**src/rtl/arb_pkg.sv**
```systemverilog
// Shared types and helpers for the round-robin lock arbiter.
package arb_pkg;

    typedef enum logic {
        ARB_IDLE  = 1'b0,
        ARB_OWNED = 1'b1
    } arb_state_e;

    function automatic int unsigned idx_w(input int unsigned n);
        return (n <= 1) ? 1 : $clog2(n);
    endfunction

    // Callers guarantee at most one bit is set, so OR-ing indices is exact.
    function automatic logic [4:0] onehot2idx(input logic [31:0] oh);
        logic [4:0] idx;
        idx = '0;
        for (int unsigned i = 0; i < 32; i++) begin
            if (oh[i]) idx = idx | 5'(i);
        end
        return idx;
    endfunction

endpackage

```
**src/rtl/rr_pick.sv**
```systemverilog
// Combinational rotated-priority picker: first eligible request at or above ptr, wrapping.
module rr_pick
    import arb_pkg::*;
#(
    parameter int unsigned NUM_PORTS = 4,
    parameter int unsigned IDX_W     = 2
) (
    input  logic [NUM_PORTS-1:0] req_i,
    input  logic [IDX_W-1:0]     ptr_i,
    input  logic [NUM_PORTS-1:0] mask_i,
    output logic [NUM_PORTS-1:0] gnt_o,
    output logic [IDX_W-1:0]     idx_o,
    output logic                 valid_o
);

    logic [NUM_PORTS-1:0]   eligible;
    logic [2*NUM_PORTS-1:0] dbl_req;
    logic [NUM_PORTS-1:0]   rot_gnt;
    logic [2*NUM_PORTS-1:0] dbl_gnt;
    logic                   found;

    always_comb begin
        eligible = req_i & ~mask_i;
        // Doubling the vector lets a plain right shift act as a rotate.
        dbl_req  = {eligible, eligible} >> ptr_i;
        rot_gnt  = '0;
        found    = 1'b0;
        for (int unsigned i = 0; i < NUM_PORTS; i++) begin
            if (dbl_req[i] && !found) begin
                rot_gnt[i] = 1'b1;
                found      = 1'b1;
            end
        end
        dbl_gnt = {{NUM_PORTS{1'b0}}, rot_gnt} << ptr_i;
        gnt_o   = dbl_gnt[NUM_PORTS-1:0] | dbl_gnt[2*NUM_PORTS-1:NUM_PORTS];
        valid_o = |eligible;
        idx_o   = IDX_W'(onehot2idx(32'(gnt_o)));
    end

endmodule

```
**src/rtl/rr_lock_arbiter.sv**
```systemverilog
// Round-robin arbiter with a registered grant held until done/abandon.
// Optional forced release after MAX_HOLD owned cycles with ARB_HOLD_TIMEOUT_EN.
module rr_lock_arbiter
    import arb_pkg::*;
#(
    parameter  int unsigned NUM_PORTS = 4,
    parameter  int unsigned MAX_HOLD  = 16,
    localparam int unsigned IDX_W     = idx_w(NUM_PORTS)
) (
    input  logic                 clk_i,
    input  logic                 rst_i,
    input  logic [NUM_PORTS-1:0] req_i,
    input  logic                 done_i,
    output logic [NUM_PORTS-1:0] gnt_o,
    output logic [IDX_W-1:0]     gnt_idx_o,
    output logic                 busy_o,
    output logic                 timeout_o
);

    if (NUM_PORTS < 1 || NUM_PORTS > 32) begin : g_bad_ports
        $error("rr_lock_arbiter: NUM_PORTS must be 1..32");
    end
    if (MAX_HOLD < 1) begin : g_bad_hold
        $error("rr_lock_arbiter: MAX_HOLD must be >= 1");
    end

    arb_state_e           state_q, state_d;
    logic [NUM_PORTS-1:0] gnt_q, gnt_d;
    logic [IDX_W-1:0]     idx_q, idx_d;
    logic [IDX_W-1:0]     ptr_q, ptr_d;
    logic                 timeout_q, timeout_d;

    logic [NUM_PORTS-1:0] pick_gnt;
    logic [IDX_W-1:0]     pick_idx;
    logic                 pick_valid;
    logic                 owner_req;
    logic                 release_ev;
    logic                 new_grant;
    logic                 tmo_hit;

    // gnt_q is all-zero in IDLE, so it doubles as the owner mask.
    rr_pick #(
        .NUM_PORTS(NUM_PORTS),
        .IDX_W    (IDX_W)
    ) u_pick (
        .req_i  (req_i),
        .ptr_i  (ptr_q),
        .mask_i (gnt_q),
        .gnt_o  (pick_gnt),
        .idx_o  (pick_idx),
        .valid_o(pick_valid)
    );

`ifdef ARB_HOLD_TIMEOUT_EN
    localparam int unsigned HOLD_W = idx_w(MAX_HOLD);
    logic [HOLD_W-1:0] hold_q, hold_d;

    always_comb begin
        tmo_hit = (state_q == ARB_OWNED) && (hold_q == HOLD_W'(MAX_HOLD - 1));
        hold_d  = hold_q;
        if (new_grant) begin
            hold_d = '0;
        end else if (state_q == ARB_OWNED) begin
            hold_d = hold_q + 1'b1;
        end
    end

    always_ff @(posedge clk_i) begin
        if (rst_i) hold_q <= '0;
        else       hold_q <= hold_d;
    end
`else
    always_comb tmo_hit = 1'b0;
`endif

    always_comb begin
        state_d    = state_q;
        gnt_d      = gnt_q;
        idx_d      = idx_q;
        ptr_d      = ptr_q;
        owner_req  = |(req_i & gnt_q);
        release_ev = (state_q == ARB_OWNED) && (done_i || !owner_req || tmo_hit);
        new_grant  = (state_q == ARB_IDLE || release_ev) && pick_valid;
        // Timeout is reported only when it is the sole reason for release.
        timeout_d  = release_ev && tmo_hit && !done_i && owner_req;

        if (state_q == ARB_IDLE || release_ev) begin
            if (pick_valid) begin
                state_d = ARB_OWNED;
                gnt_d   = pick_gnt;
                idx_d   = pick_idx;
                ptr_d   = (pick_idx == IDX_W'(NUM_PORTS - 1)) ? '0 : pick_idx + 1'b1;
            end else begin
                state_d = ARB_IDLE;
                gnt_d   = '0;
                idx_d   = '0;
            end
        end
    end

    always_ff @(posedge clk_i) begin
        if (rst_i) begin
            state_q   <= ARB_IDLE;
            gnt_q     <= '0;
            idx_q     <= '0;
            ptr_q     <= '0;
            timeout_q <= 1'b0;
        end else begin
            state_q   <= state_d;
            gnt_q     <= gnt_d;
            idx_q     <= idx_d;
            ptr_q     <= ptr_d;
            timeout_q <= timeout_d;
        end
    end

    assign gnt_o     = gnt_q;
    assign gnt_idx_o = idx_q;
    assign busy_o    = (state_q == ARB_OWNED);
    assign timeout_o = timeout_q;

endmodule

```
**config.mk**
```make
export PLATFORM = sky130hd
export DESIGN_NAME = rr_lock_arbiter
export DESIGN_NICKNAME = d
export VERILOG_FILES = /design/src/rtl/arb_pkg.sv /design/src/rtl/rr_pick.sv /design/src/rtl/rr_lock_arbiter.sv
export SDC_FILE = /design/constraint.sdc
export NUM_CORES = 1
export LEC_CHECK = 0
export CELL_PAD_IN_SITES_DETAIL_PLACEMENT = 0
export CELL_PAD_IN_SITES_GLOBAL_PLACEMENT = 2
export CORE_UTILIZATION = 26
export CTS_CLUSTER_DIAMETER = 30
export CTS_CLUSTER_SIZE = 14
export DETAILED_ROUTE_END_ITERATION = 8
export PLACE_DENSITY_LB_ADDON = 0.1
export SLEW_MARGIN = 25
export SYNTH_ARGS = -nofsm -noshare
export SYNTH_HDL_FRONTEND = slang
export SYNTH_HIERARCHICAL = 1
export SYNTH_SLANG_ARGS = --single-unit
```
**constraint.sdc**
```tcl
create_clock -name clk_i -period 3 [get_ports clk_i]
set_clock_uncertainty 0.2 [all_clocks]
set_input_delay 0.9 -clock clk_i [delete_from_list [all_inputs] [get_ports clk_i]]
set_output_delay 0.9 -clock clk_i [all_outputs]
set_load 0.02 [all_outputs]
```
Yosys cells after proc, flatten, opt, wreduce, memory -nomap -nowiden
Index checks and enable logic that the tools add are counted.

operators by class
  add/subtract/negate cells = 1
  multipliers = 0
  divide/modulo/power cells = 0
  $lt $le $gt $ge = 0
  eq/ne operators = 1
  shifts and indexed selects = 2
  multiplexer cells = 13
  bitwise gates (word level) = 5
  reduce and logical (&&, ||, !) cells = 13

operators with widths
  kind                                                           count
  4-bit bitwise AND                                              2
  1-bit 2-to-1 mux                                               8
  2-bit 2-to-1 mux                                               4
  4-bit OR reduction                                             2
  4-bit by 2-bit << shifter with 8-bit output                    1
  8-bit by 2-bit >> shifter with 4-bit output                    1
  1-bit logical AND                                              4
  1-bit logical NOT                                              4
  4-bit 2-to-1 mux                                               1
  4-bit NOT                                                      1
  4-bit bitwise OR                                               1
  2-bit by 1-bit adder with 2-bit output, second input constant  1
  2-bit == test, second input constant                           1
  1-bit logical OR                                               2
  2-bit AND reduction                                            1
  1-bit NOT                                                      1

storage, ports and cells
  bits in registers = 9
  bits in latches = 0
  RAM bits = 0
  memory bits (read-only) = 0
  input port bits = 7
  output and inout bits = 8
  logic and storage cells = 39
  memories kept = 0

Logic depth before layout (Yosys ltp)
Gate-level depths: netlist (run 1).

  depth in word-level cells = 20
  depth in mapped cells = 9
  depth with buffers taken out = 8

Modules after synthesis
The synthesis (run 1) kept the hierarchy.

modules (own cells, without submodules)
  module           times used  cells an instance  area an instance (sq um)  seq. area each (sq um)
  rr_lock_arbiter  1           53                 430.4                     180.2
  rr_pick          1           35                 221.5                     0.0

Worst setup path before layout (run 1)
No wires, ideal clock.

  path type = input port to flip-flop
  from = input port req_i[2]
  to = register ptr_q[1]
  library setup time = 0.132 ns
  arrival time = 2.078 ns
  data required time = 2.668 ns
  setup slack = 0.590 ns
  stages on the path = 8
  path buffers = 0
  cell sequence = or3b_4 o211ai_1 a21oi_1 ha_1 nand2_1 nor3_1 a31oi_1 a21oi_1

on the way
  longest elaborated chain between the ends = 19
  elaborated cells on any way between the ends = 30
  classes of those cells = 1 x add/sub; 1 x eq/ne; 2 x shift; 10 x mux; 3 x bitwise; 13 x reduce/logical

RTL lines
  item                                                                     RTL line                source
  from (decl)                                                              rr_lock_arbiter.sv:12   input logic [NUM_PORTS-1:0] req_i,
  4-bit bitwise AND *                                                      rr_pick.sv:23           eligible = req_i & ~mask_i;
  8-bit by 2-bit >> shifter with 4-bit output *                            rr_pick.sv:25           dbl_req = {eligible, eligible} >> ptr_i;
  1-bit 2-to-1 mux                                                         rr_pick.sv:29           if (dbl_req[i] && !found) begin
  1-bit logical NOT                                                        rr_pick.sv:29
  1-bit logical AND                                                        rr_pick.sv:29
  1-bit 2-to-1 mux                                                         rr_pick.sv:29
  1-bit logical NOT                                                        rr_pick.sv:29
  1-bit logical AND                                                        rr_pick.sv:29
  [... 4 more ...]                                                         n/a
  4-bit by 2-bit << shifter with 8-bit output *                            rr_pick.sv:34           dbl_gnt = {{NUM_PORTS{1'b0}}, rot_gnt} << ptr_i;
  4-bit bitwise OR *                                                       rr_pick.sv:35           gnt_o = dbl_gnt[NUM_PORTS-1:0] | dbl_gnt[2*NUM_PORTS-1:NUM_PORTS];
  1-bit 2-to-1 mux                                                         arb_pkg.sv:18           if (oh[i]) idx = idx | 5'(i);
  2-bit 2-to-1 mux                                                         arb_pkg.sv:18
  2-bit 2-to-1 mux *                                                       arb_pkg.sv:18
  net pick_idx[0]                                                          rr_lock_arbiter.sv:34   logic [IDX_W-1:0] pick_idx;
  2-bit by 1-bit adder with 2-bit output or 2-bit == test (tied branches)  rr_lock_arbiter.sv:92   ptr_d = (pick_idx == IDX_W'(NUM_PORTS - 1)) ? '0 : pick_idx + 1'b1;
  2-bit 2-to-1 mux *                                                       rr_lock_arbiter.sv:92
  to (signal assigned)                                                     rr_lock_arbiter.sv:112  ptr_q <= ptr_d;
  to (decl)                                                                rr_lock_arbiter.sv:30   logic [IDX_W-1:0] ptr_q, ptr_d;

The timed path passes the listed nets; every way through them passes the cells marked *.
A chain may end at the register's enable or synchronous reset.

Final worst setup path (run 1)
  from = input port req_i[2]
  to = register ptr_q[1]

on the way
  elaborated cells on any way between the ends = 30
  classes of those cells = 1 x add/sub; 1 x eq/ne; 2 x shift; 10 x mux; 3 x bitwise; 13 x reduce/logical

RTL lines
  item                                                                     RTL line
  4-bit bitwise AND *                                                      rr_pick.sv:23
  8-bit by 2-bit >> shifter with 4-bit output *                            rr_pick.sv:25
  1-bit 2-to-1 mux                                                         rr_pick.sv:29
  1-bit logical NOT                                                        rr_pick.sv:29
  1-bit logical AND                                                        rr_pick.sv:29
  1-bit 2-to-1 mux                                                         rr_pick.sv:29
  1-bit logical NOT                                                        rr_pick.sv:29
  1-bit logical AND                                                        rr_pick.sv:29
  [... 3 more ...]                                                         n/a
  1-bit 2-to-1 mux                                                         rr_pick.sv:29
  4-bit by 2-bit << shifter with 8-bit output *                            rr_pick.sv:34
  4-bit bitwise OR *                                                       rr_pick.sv:35
  2-bit 2-to-1 mux                                                         arb_pkg.sv:18
  2-bit 2-to-1 mux *                                                       arb_pkg.sv:18
  net pick_idx[1]                                                          rr_lock_arbiter.sv:34
  2-bit by 1-bit adder with 2-bit output or 2-bit == test (tied branches)  rr_lock_arbiter.sv:92
  2-bit 2-to-1 mux *                                                       rr_lock_arbiter.sv:92

Marks and branches as above.

==> results of run 1 <==
==> critical path: stages <==
cell and delay, ns:
clkdlybuf4s50_1 0.50, or3b_4 0.41, a31oi_1 0.26, ha_1 0.28, nand2_1 0.07, nor3_1 0.05
a31oi_1 0.14, a21oi_1 0.08
==> per-layer routing <==
layer / up-vias / global-route usage / wire, um
li1: 363 / - / -
met2: 15 / 0.226 / 762
met5: - / 0 / 0
met1: 315 / 0.200 / 896
met3: 0 / 0.0673 / 88
met4: 0 / 0.0270 / 0
==> registers in the layout (all words and copies together) (netlist names) <==
signal and flops:
busy_o 1, gnt_idx_o 2, gnt_o 4, ptr_q 2
==> per-stage QoR <==
step,cells,utilization
floorplan,88,-
global placement,135,0.376
detailed placement,135,0.376
CTS,139,0.388
global route,139,0.388
finish,139,0.388
==> how the worst min path moves through the flow <==
| stage | start | end | slack (ns) | depth (start not counted) |
|---|---|---|---|---|
| global route | gnt_idx_o[0]$_SDFFE_PP0P_ | gnt_idx_o[0]$_SDFFE_PP0P_ | 0.28 | 2 |
| floorplan | ptr_q[1]$_SDFFE_PP0P_ | ptr_q[1]$_SDFFE_PP0P_ | 0.31 | 2 |
| detailed placement | gnt_idx_o[1]$_SDFFE_PP0P_ | gnt_idx_o[1]$_SDFFE_PP0P_ | 0.25 | 2 |
| finish | gnt_idx_o[0]$_SDFFE_PP0P_ | gnt_idx_o[0]$_SDFFE_PP0P_ | 0.25 | 2 |
| global placement | gnt_idx_o[0]$_SDFFE_PP0P_ | gnt_idx_o[0]$_SDFFE_PP0P_ | 0.24 | 2 |
| CTS | gnt_idx_o[0]$_SDFFE_PP0P_ | gnt_idx_o[0]$_SDFFE_PP0P_ | 0.26 | 2 |
==> where the power goes <==
| part | leakage (nW) | internal (mW) | total, mW | switching [mW] |
|---|---|---|---|---|
| clock network | 0.0150 | 0.0512 | 0.0932 | 0.0420 |
| registers | 0.0744 | 0.148 | 0.191 | 0.0437 |
| logic | 0.263 | 0.155 | 0.314 | 0.159 |
| total | 0.353 | 0.354 | 0.598 | 0.244 |
==> cell usage in the layout, fill, tap and decap left out <==
| master | synthesis | routed |
|---|---|---|
| a22o_1 | 2 | 2 |
| buf_4 | 2 | 11 |
| clkbuf_4 | 0 | 3 |
| o21ai_4 | 1 | 1 |
| a21boi_2 | 1 | 1 |
| clkdlybuf4s50_1 | 0 | 13 |
| nand3_1 | 10 | 10 |
| ha_1 | 1 | 1 |
| o21ai_0 | 3 | 3 |
| a211o_1 | 1 | 1 |
| nor3_1 | 2 | 2 |
| nand2_1 | 10 | 10 |
| nor2b_1 | 4 | 4 |
| inv_1 | 3 | 3 |
| nand2b_1 | 4 | 4 |
| a221oi_2 | 1 | 1 |
| o211ai_1 | 2 | 2 |
| a211oi_1 | 2 | 2 |
| dfxtp_1 | 9 | 9 |
| o21ai_1 | 1 | 1 |
| or3b_4 | 1 | 1 |
| nor2_1 | 4 | 4 |
| or3b_1 | 1 | 1 |
| a22oi_1 | 2 | 2 |
| and2b_2 | 1 | 1 |
| clkbuf_1 | 0 | 1 |
| a21oi_1 | 13 | 13 |
| conb_1 | 1 | 1 |
| a31oi_1 | 3 | 3 |
==> kinds of logic after synthesis <==
logic type / after synthesis / share of synthesized area
buffers and inverters: 8 / 0.0710
flip-flops: 9 / 0.276
adder cells (fa/ha/maj): 1 / 0.0192
AO/OA/AOI/OAI: 32 / 0.334
other: 1 / 0.00575
AND/OR/NAND/NOR: 37 / 0.294
==> synth_stat cells (all sizes together) <==
library cell  number  area (um2)
a21boi             1        11.3
a211o              1        8.76
a221oi             1        15.0
o211ai             2        15.0
o21ai              5        36.3
nor3               2        10.0
and2b              1        8.76
nor2b              4        25.0
ha                 1        12.5
a22o               2        17.5
or3b               2        20.0
conb               1        3.75
nor2               4        15.0
nand2             10        37.5
nand3             10        50.1
a31oi              3        18.8
buf                4        30.0
nand2b             4        25.0
a21oi             13        65.1
a211oi             2        15.0
dfxtp              9         180
clkbuf             1        5.00
inv                3        11.3
a22oi              2        15.0
==> area by class of cell <==
type,count,area (um2)
Multi-Input combinational cell,71,425
Clock buffer,4,26.3
Sequential cell,9,180
Tap cell,28,35.0
Inverter,3,11.3
Timing Repair Buffer,24,213
Fill cell,248,1410
==> qor.txt, run 1 <==
run status: completed
Num CTS Buffers: 3
vias in the first global route: 642
Final HPWL DP: 1370 um
First DRT Iteration DRCs: 12
total core area: 2300 um2
Setup CP Type: input port to flop
post-CTS setup buffers: 0
crit path from: req_i[2]
clk_lat worst skew: 0.26 ns
number of top-level pins: 15
Final Instance Area: 891 um2
final period utilization: 0.922
largest net degree at the start of global routing: 12
ant diodes: 0
Final nets: 120
Unique masters post-synth: 29
first-pass GRT wire length: 2950 um
# rows: 17
IO Port Bufs: 13
via/cell ratio: 4.99
unrepaired setup endpoints after global routing: no
Reg-to-Reg Start: ptr_q[0]$_SDFFE_PP0P_
R2R Setup Slk: 0.97 ns
final hold slack: 0.255 ns
CTS sink count: 9
post_cts resized: 0
Clock Path Buffers: 2
RD Place Congestion: 0.770
Clk Tree Root Cell: clkbuf_4
fmax: 362 MHz
Cells after Synth: 88
Final Critical Period: 2.77 ns
final-report hold violation count: 0
Hold WC Path Type: flop to flop
DRT Pass-1 Iters: 4
Crit path arrival time: 2.70 ns
syn nets: 96
Initial Utilization: 0.284
Setup crit start kind: input port
Post-DRT Antenna Nets: 0
CTS tree: yes
Final Total Pwr: 0.598 mW
Setup Total Neg Slack: 0 ns
Placement Setup Slack: -0.0397 ns
VDD IR-drop max: 0.385 mV
Die Y: 52.1 um
Final Max Tran Viols: 0
antenna violations before repair: 0
Worst Setup Slack, final: 0.234 ns
Wirelength per Cell: 12.6 um
Post-Syn Area: 652 um2
worst r2r path cells: 8
CTS clk-pin slew, worst paths: 0.06 ns
Req. time, crit path: 2.94 ns
reg2reg end: ptr_q[1]$_SDFFE_PP0P_
Syn-to-layout area delta: 36.7%
endpoints failing setup: 0
Power Dens Cells: 672 nW/um2
Synth Warn #: 6
register area share after synthesis: 0.276
placed cell areas: 865 um2
crit path to: ptr_q[1]$_SDFFE_PP0P_
Synth Register Bits: 9
total track usage: 0.151
die width: 52.1 um
Max-Cap Viols: 0
GR Overflow Total: 0
CP Max Fanout: 3
drt total wl: 1750 um
drt drc: 0
Static Leak: 0.353 nW
Die Area: 2710 um2
htree depth: 1
crit path capture type: flop
Via Count: 693
hold_buf cts: 0
syn_area_per_cell: 7.41 um2
fraction of layout cells with a size suffix above 1: 0.171
(Power assumes the default switching activity.)
==> run 2, diff against run 1 <==
--- a/config.mk
+++ b/config.mk
@@ -5,15 +5,15 @@
 export SDC_FILE = /design/constraint.sdc
 export NUM_CORES = 1
 export LEC_CHECK = 0
+export ABC_AREA = 1
 export CELL_PAD_IN_SITES_DETAIL_PLACEMENT = 0
 export CELL_PAD_IN_SITES_GLOBAL_PLACEMENT = 2
-export CORE_UTILIZATION = 26
+export CORE_UTILIZATION = 28
 export CTS_CLUSTER_DIAMETER = 30
-export CTS_CLUSTER_SIZE = 14
+export CTS_CLUSTER_SIZE = 16
 export DETAILED_ROUTE_END_ITERATION = 8
 export PLACE_DENSITY_LB_ADDON = 0.1
 export SLEW_MARGIN = 25
 export SYNTH_ARGS = -nofsm -noshare
 export SYNTH_HDL_FRONTEND = slang
-export SYNTH_HIERARCHICAL = 1
 export SYNTH_SLANG_ARGS = --single-unit
==> run 2 against run 1 <==
  * Clock power up 5.0%
  * Final cell count up 7.2%
  * Sequential cell count unchanged
  * Routed wire length up 11%
  * Clock-buffer cell count unchanged
  * Critical path depth up 4
  * Via count up 1.7%
  * Synthesized area up 22%
  * Non-clock buffer count down 11
  * Global-route usage down 2.1 points
  * Critical path type unchanged
  * Largest cell class unchanged
==> qor.txt, run 2 <==
run status: completed
worst slew pin tran: 0.562 ns
Initial Utilization: 0.309 (+0.0257)
Simple-Gate Fraction of Synth Area: 0.557 (+0.264)
Cells after Synth: 106 (+20%)
main area contributors after synthesis: nand3_2 24%, dfxtp_1 23%, nand2_1 8.5%
most common cell after layout, fill and taps aside: nand3_2
Setup Total Neg Slack: 0 ns (unchanged)
GR Overflow Total: 0 (unchanged)
Die Y: 55.3 um (+6.1%)
largest net degree at the start of global routing: 10 (-2)
hold endpoint: gnt_idx_o[0]$_SDFFE_PP0N_
CTS tree: yes
CTS sink count: 9 (unchanged)
Final Total Pwr: 1.11 mW (+86%)
mux contribution to synthesized area: 0 (unchanged)
EDFF count, synth: 0 (unchanged)
reg2reg end: gnt_idx_o[1]$_SDFFE_PP0N_
syn_area_per_cell: 7.50 um2 (+1.2%)
Req. time, crit path: 2.97 ns (+0.03 ns)
via/cell ratio: 4.73 (-5.1%)
syn nets: 113 (+18%)
Synth Register Bits: 9 (unchanged)
Final Max Tran Viols: 0 (unchanged)
most frequent cell after synthesis: nand3_2
Reg-to-Reg Start: ptr_q[0]$_SDFFE_PP0P_
Power Dens Cells: 1160 nW/um2 (+73%)
Most used DFF post-synth: dfxtp_1
fillers: 292 (+18%)
clk_lat worst skew: 0.27 ns (about the same)
Adder-Cell Fraction of Synth Area: 0 (-0.0192)
VDD IR-drop max: 0.503 mV (+30%)
synth cell count leaders: 19 x nand3_2, 18 x nand2_1, 13 x nand3_1
Static Leak: 0.427 nW (+21%)
Final Critical Period: 2.48 ns (-0.288 ns)
top-area cell type share of the netlist area: 0.239 (-0.0370)
Max-Cap Viols: 0 (unchanged)
final period utilization: 0.826 (-0.0961)
RD Place Congestion: 0.685 (-11%)
DRT Pass-1 Iters: 4 (unchanged)
commonest cells after routing, fill and taps aside: 19 x nand3_2, 18 x nand2_1, 13 x nand3_1, 13 x clkdlybuf4s50_1, 9 x dfxtp_1
area leader, netlist: nand3_2
Clk Tree Root Cell: clkbuf_4
Setup crit start kind: input port
fraction of layout cells with a size suffix above 1: 0.353 (+0.182)
crit path capture type: flop
wl on met1: 1000 um (+12%)
drt total wl: 1940 um (+11%)
switch share: 0.537 (+0.129)
hold_sp: gnt_idx_o[0]$_SDFFE_PP0N_
endpoints failing setup: 0 (unchanged)
xor-xnor portion of the synthesized cell area: 0 (unchanged)
CTS clk-pin slew, worst paths: 0.07 ns (about the same)
unrepaired setup endpoints after global routing: no
relative slew slack: 0.625
WP buf/inv: 5 (+4)
DR top layer: met4
largest family of logic cells by synthesized area: simple AND/OR/NAND/NOR gates
final hold slack: 0.284 ns (+0.0290 ns)
first-pass GRT wire length: 3180 um (+7.7%)
post-CTS setup buffers: 0 (unchanged)
fmax: 404 MHz (+12%)
Via Count: 705 (+1.7%)
number of top-level pins: 15 (unchanged)
IO Port Bufs: 13 (unchanged)
CP Depth: 12 (+4)
Post-Syn Area: 795 um2 (+22%)
Wirelength per Cell: 13.0 um (+3.8%)
Hold Path Stages: 2 (unchanged)
Hold WC Path Type: flop to flop
R2R Setup Slk: 1.00 ns (+0.03 ns)
Sequential Power Share: 0.223 (-0.097)
vias in the first global route: 688 (+7.2%)
die width: 55.3 um (+6.1%)
CP max stage cell: clkdlybuf4s50_1
# rows: 18 (+1)
NetSw: 0.596 mW (+140%)
Setup CP Type: input port to flop
Num CTS Buffers: 3 (unchanged)
cell family contributing the most delay on the critical path: buffers and inverters
total core area: 2570 um2 (+12%)
met3 WL post-DR: 58 um (-34%)
register area share after synthesis: 0.227 (-0.0496)
Die Area: 3050 um2 (+13%)
antenna violations before repair: 0 (unchanged)
critical-path cell list: clkdlybuf4s50_1 > inv_1 > o21ai_1 > nor2_1 > nor2_1 > nand2_4 > inv_2 > nor2_2 > inv_2 > a21oi_1 > nand2_1 > inv_1
drt drc: 0 (unchanged)
Crit path largest cell delay: 0.53 ns (+0.03 ns)
Final HPWL DP: 1490 um (+8.5%)
metal2 WL: 855 um (+12%)
Compound-Gate Fraction of Synth Area: 0.0898 (-0.244)
Final nets: 127 (+5.8%)
clock network power share: 0.088 (-0.068)
total track usage: 0.130 (-0.0215)
Clock Path Buffers: 2 (unchanged)
CP Max Fanout: 7 (+4)
worst r2r path cells: 9 (+1)
max reg flops: 4 (unchanged)
Post-DRT Antenna Nets: 0 (unchanged)
Synth Warn #: 0 (-6)
Syn-to-layout area delta: 20.2%
hold_buf cts: 0 (unchanged)
Comb pwr share: 0.688 (+0.164)
htree depth: 1 (unchanged)
Async SR Flop Fraction: 0 (unchanged)
First DRT Iteration DRCs: 17 (+5)
ant diodes: 0 (unchanged)
Crit path arrival time: 2.45 ns (-0.25 ns)
post_cts resized: 0 (unchanged)
P_int: 0.514 mW (+45%)
Unique masters post-synth: 23 (-21%)
final-report hold violation count: 0 (unchanged)
[run 2: changes by cell type after synthesis, moves of 3 or more]
cell / before / now
a21oi_1: 13 / 6
a31oi_1: 3 / 0
inv_1: 3 / 8
inv_2: 0 / 4
nand2_1: 10 / 18
nand2_2: 0 / 6
nand2_4: 0 / 4
nand2b_1: 4 / 0
nand3_1: 10 / 13
nand3_2: 0 / 19
nor2b_1: 4 / 0
[run 2: worst max-delay path by stage]
stage | start | end
after CTS | req_i[3] | ptr_q[1]$_SDFFE_PP0P_
after global routing | req_i[3] | ptr_q[1]$_SDFFE_PP0P_
after floorplan | req_i[1] | ptr_q[1]$_SDFFE_PP0P_
after detailed placement | req_i[3] | ptr_q[1]$_SDFFE_PP0P_
after global placement | req_i[3] | ptr_q[1]$_SDFFE_PP0P_
final | req_i[1] | ptr_q[1]$_SDFFE_PP0P_
[run 2: tightest hold or removal path: stages, from the launching register on]
cell	delay, ns
dfxtp_1	0.31
nand2_1	0.08
a21oi_2	0.05
[run 2: cell families (layout without fill, tap and decap cells)]
kind of cell           Yosys count  after routing
AO/OA/AOI/OAI                   12             12
flip-flops                       9              9
buffers and inverters           18             31
AND/OR/NAND/NOR                 66             66
other                            1              1
[run 2: routing by layer]
layer,up-vias,track usage
met2,11,0.191
li1,376,-
met3,4,0.0211
met4,0,0.0536
met1,314,0.187
met5,-,0
[run 2: through the flow]
step,setup slack [ns],utilization,instances,instance area [um2]
after floorplan,0.981,-,106,795
after global placement,0.197,0.362,145,928
after detailed placement,0.214,0.362,145,928
after CTS,0.491,0.372,149,955
after global routing,0.360,0.372,149,955
final,0.522,0.372,149,955
[run 2: final cells by class]
type	instances	area, um2	area share
inverters	14	62.6	0.0655
repair buffers	13	130	0.136
multi-input cells	79	518	0.543
flip-flops and latches	9	180	0.189
clock buffers	4	26.3	0.0275
well taps	30	37.5	0.0393
[run 2: power by group through the flow]
stage          registers (mW)  logic, mW  clock network (mW)
3_3_place_gp            0.249      0.767                   0
6_report                0.248      0.765              0.0979
5_1_grt                 0.258      0.843               0.106
3_5_place_dp            0.251      0.768                   0
4_1_cts                 0.249      0.773              0.0964
2_1_floorplan           0.248      0.598                   0
==> run 3, diff against run 2 <==
==> constraint.sdc (replaced) <==
create_clock -name clk_i -period 2.5 [get_ports clk_i]
set_clock_uncertainty 0.2 [all_clocks]
set_input_delay 0.75 -clock clk_i [delete_from_list [all_inputs] [get_ports clk_i]]
set_output_delay 0.75 -clock clk_i [all_outputs]
set_load 0.02 [all_outputs]
==> run 3 against run 2 <==
  * Global-route usage down 0.17 points
  * First-iteration DRC count fell by 47%
  * Critical path type is now flop to output port
  * Clock-buffer cell count did not move
  * Sequential share of layout area is 0.98 points lower
  * Clock power is 15% higher
==> qor.txt, run 3 (synthesized netlist as in run 2, its figures left out) <==
GRT busiest layer: met2
final period utilization: 0.901
CTS sink count: 9 (unchanged)
WP buf/inv: 1 (-4)
fraction of layout cells with a size suffix above 1: 0.389 (+0.0359)
commonest cells after routing, fill and taps aside: 19 x nand3_2, 18 x nand2_1, 13 x nand3_1, 13 x clkdlybuf4s50_1, 9 x dfxtp_1
most common cell after layout, fill and taps aside: nand3_2
cell family contributing the most delay on the critical path: buffers and inverters
post_cts resized: 0 (unchanged)
Max-Cap Viols: 0 (unchanged)
Num CTS Buffers: 3 (unchanged)
Post-DRT Antenna Nets: 0 (unchanged)
largest net degree at the start of global routing: 10 (unchanged)
hold_sp: gnt_idx_o[0]$_SDFFE_PP0N_
hold_buf cts: 0 (unchanged)
ant diodes: 0 (unchanged)
Syn-to-layout area delta: 26.8%
clk_lat worst skew: 0.26 ns (about the same)
total track usage: 0.128 (-0.00166)
CP max stage cell: clkdlybuf4s50_1
endpoints failing setup: 0 (unchanged)
# rows: 18 (unchanged)
Crit path arrival time: 1.30 ns (-1.15 ns)
antenna violations before repair: 0 (unchanged)
post-CTS setup buffers: 0 (unchanged)
Worst Setup Slack, final: 0.247 ns (-0.276 ns)
Power Dens Cells: 1360 nW/um2 (+17%)
Placement Setup Slack: -0.00609 ns (-0.220 ns)
IO Port Bufs: 13 (unchanged)
Final HPWL DP: 1530 um (+2.6%)
Setup CP Type: flop to output port
fillers: 300 (+2.7%)
critical-path cell list: clkdlybuf4s50_1
Final Max Tran Viols: 0 (unchanged)
drt drc: 0 (unchanged)
met1 Usage GRT: 0.173 (-0.0137)
fmax: 444 MHz
final-report hold violation count: 0 (unchanged)
crit path from: gnt_o[1]$_SDFFE_PP0N_
vias in the first global route: 704 (+2.3%)
number of top-level pins: 15 (unchanged)
Req. time, crit path: 1.55 ns (-1.42 ns)
Hold WC Path Type: flop to flop
CTS tree: yes
VDD IR-drop max: 0.732 mV (+46%)
met3 usage: 0.0281 (+0.00703)
Via Count: 740 (+5.0%)
Final nets: 134 (+5.5%)
htree depth: 1 (unchanged)
GR Overflow Total: 0 (unchanged)
RD Place Congestion: 0.775 (+13%)
total core area: 2570 um2 (unchanged)
crit path capture type: output port
Clock Path Buffers: 2 (unchanged)
via/cell ratio: 4.74 (+0.25%)
DRT Pass-1 Iters: 4 (unchanged)
Die Y: 55.3 um (unchanged)
GR Layer Usage met2: 0.201 (+0.0103)
drt total wl: 1850 um (-4.9%)
unrepaired setup endpoints after global routing: no
Static Leak: 0.462 nW (+8.2%)
Final Critical Period: 2.25 ns
CTS clk-pin slew, worst paths: 0.06 ns (about the same)
Initial Utilization: 0.309 (unchanged)
first-pass GRT wire length: 3150 um (-0.85%)
Reg-to-Reg Start: ptr_q[0]$_SDFFE_PP0P_
Setup crit start kind: flop
Crit path largest cell delay: 0.63 ns (+0.10 ns)
max reg flops: 4 (unchanged)
Wirelength per Cell: 11.9 um (-9.2%)
First DRT Iteration DRCs: 9 (-8)
Clk Tree Root Cell: clkbuf_4
Die Area: 3050 um2 (unchanged)
Final Total Pwr: 1.37 mW (+24%)
run status: completed
CP Max Fanout: 4 (-3)
die width: 55.3 um (unchanged)
run 3: cell count changes in the layout (fill, tap and decap cells not counted):
cell and delta:
buf_4 +7
run 3: layout make-up:
| cell class | count | area, um2 | share of cell area |
|---|---|---|---|
| Inverter | 14 | 62.6 | 0.0621 |
| Multi-Input combinational cell | 79 | 518 | 0.514 |
| Sequential cell | 9 | 180 | 0.179 |
| Tap cell | 30 | 37.5 | 0.0373 |
| Clock buffer | 4 | 26.3 | 0.0261 |
| Timing Repair Buffer | 20 | 183 | 0.181 |
run 3: layer usage:
metal / share of wire / wire length (um) / vias to the layer above
li1: - / - / 392
met1: 0.50 / 921 / 330
met2: 0.47 / 864 / 14
met4: 0.0043 / 8 / 0
met3: 0.030 / 55 / 4
met5: 0 / 0 / -
run 3: metrics by stage:
step / hold WS [ns] / instance area, um2 / util / std cells / TNS (ns)
CTS: 0.283 / 1010 / 0.392 / 156 / 0
global placement: 0.277 / 981 / 0.382 / 152 / -0.00534
global route: 0.313 / 1010 / 0.392 / 156 / 0
detailed placement: 0.272 / 981 / 0.382 / 152 / -0.0100
finish: 0.275 / 1010 / 0.392 / 156 / 0
floorplan: 0.352 / 795 / - / 106 / 0
run 3: path summary, 6_finish.rpt:
path	to	cells after the start	slack, ns
max	gnt_o[1]	1	0.25
min	gnt_idx_o[0]$_SDFFE_PP0N_	2	0.28
max reg2reg	ptr_q[0]$_SDFFE_PP0P_	11	0.66
min reg2reg	gnt_idx_o[0]$_SDFFE_PP0N_	2	0.28
run 3: power by group:
part / internal [mW] / switching [mW]
Combinational: 0.398 / 0.602
Clock: 0.0616 / 0.0516
Sequential: 0.205 / 0.0546
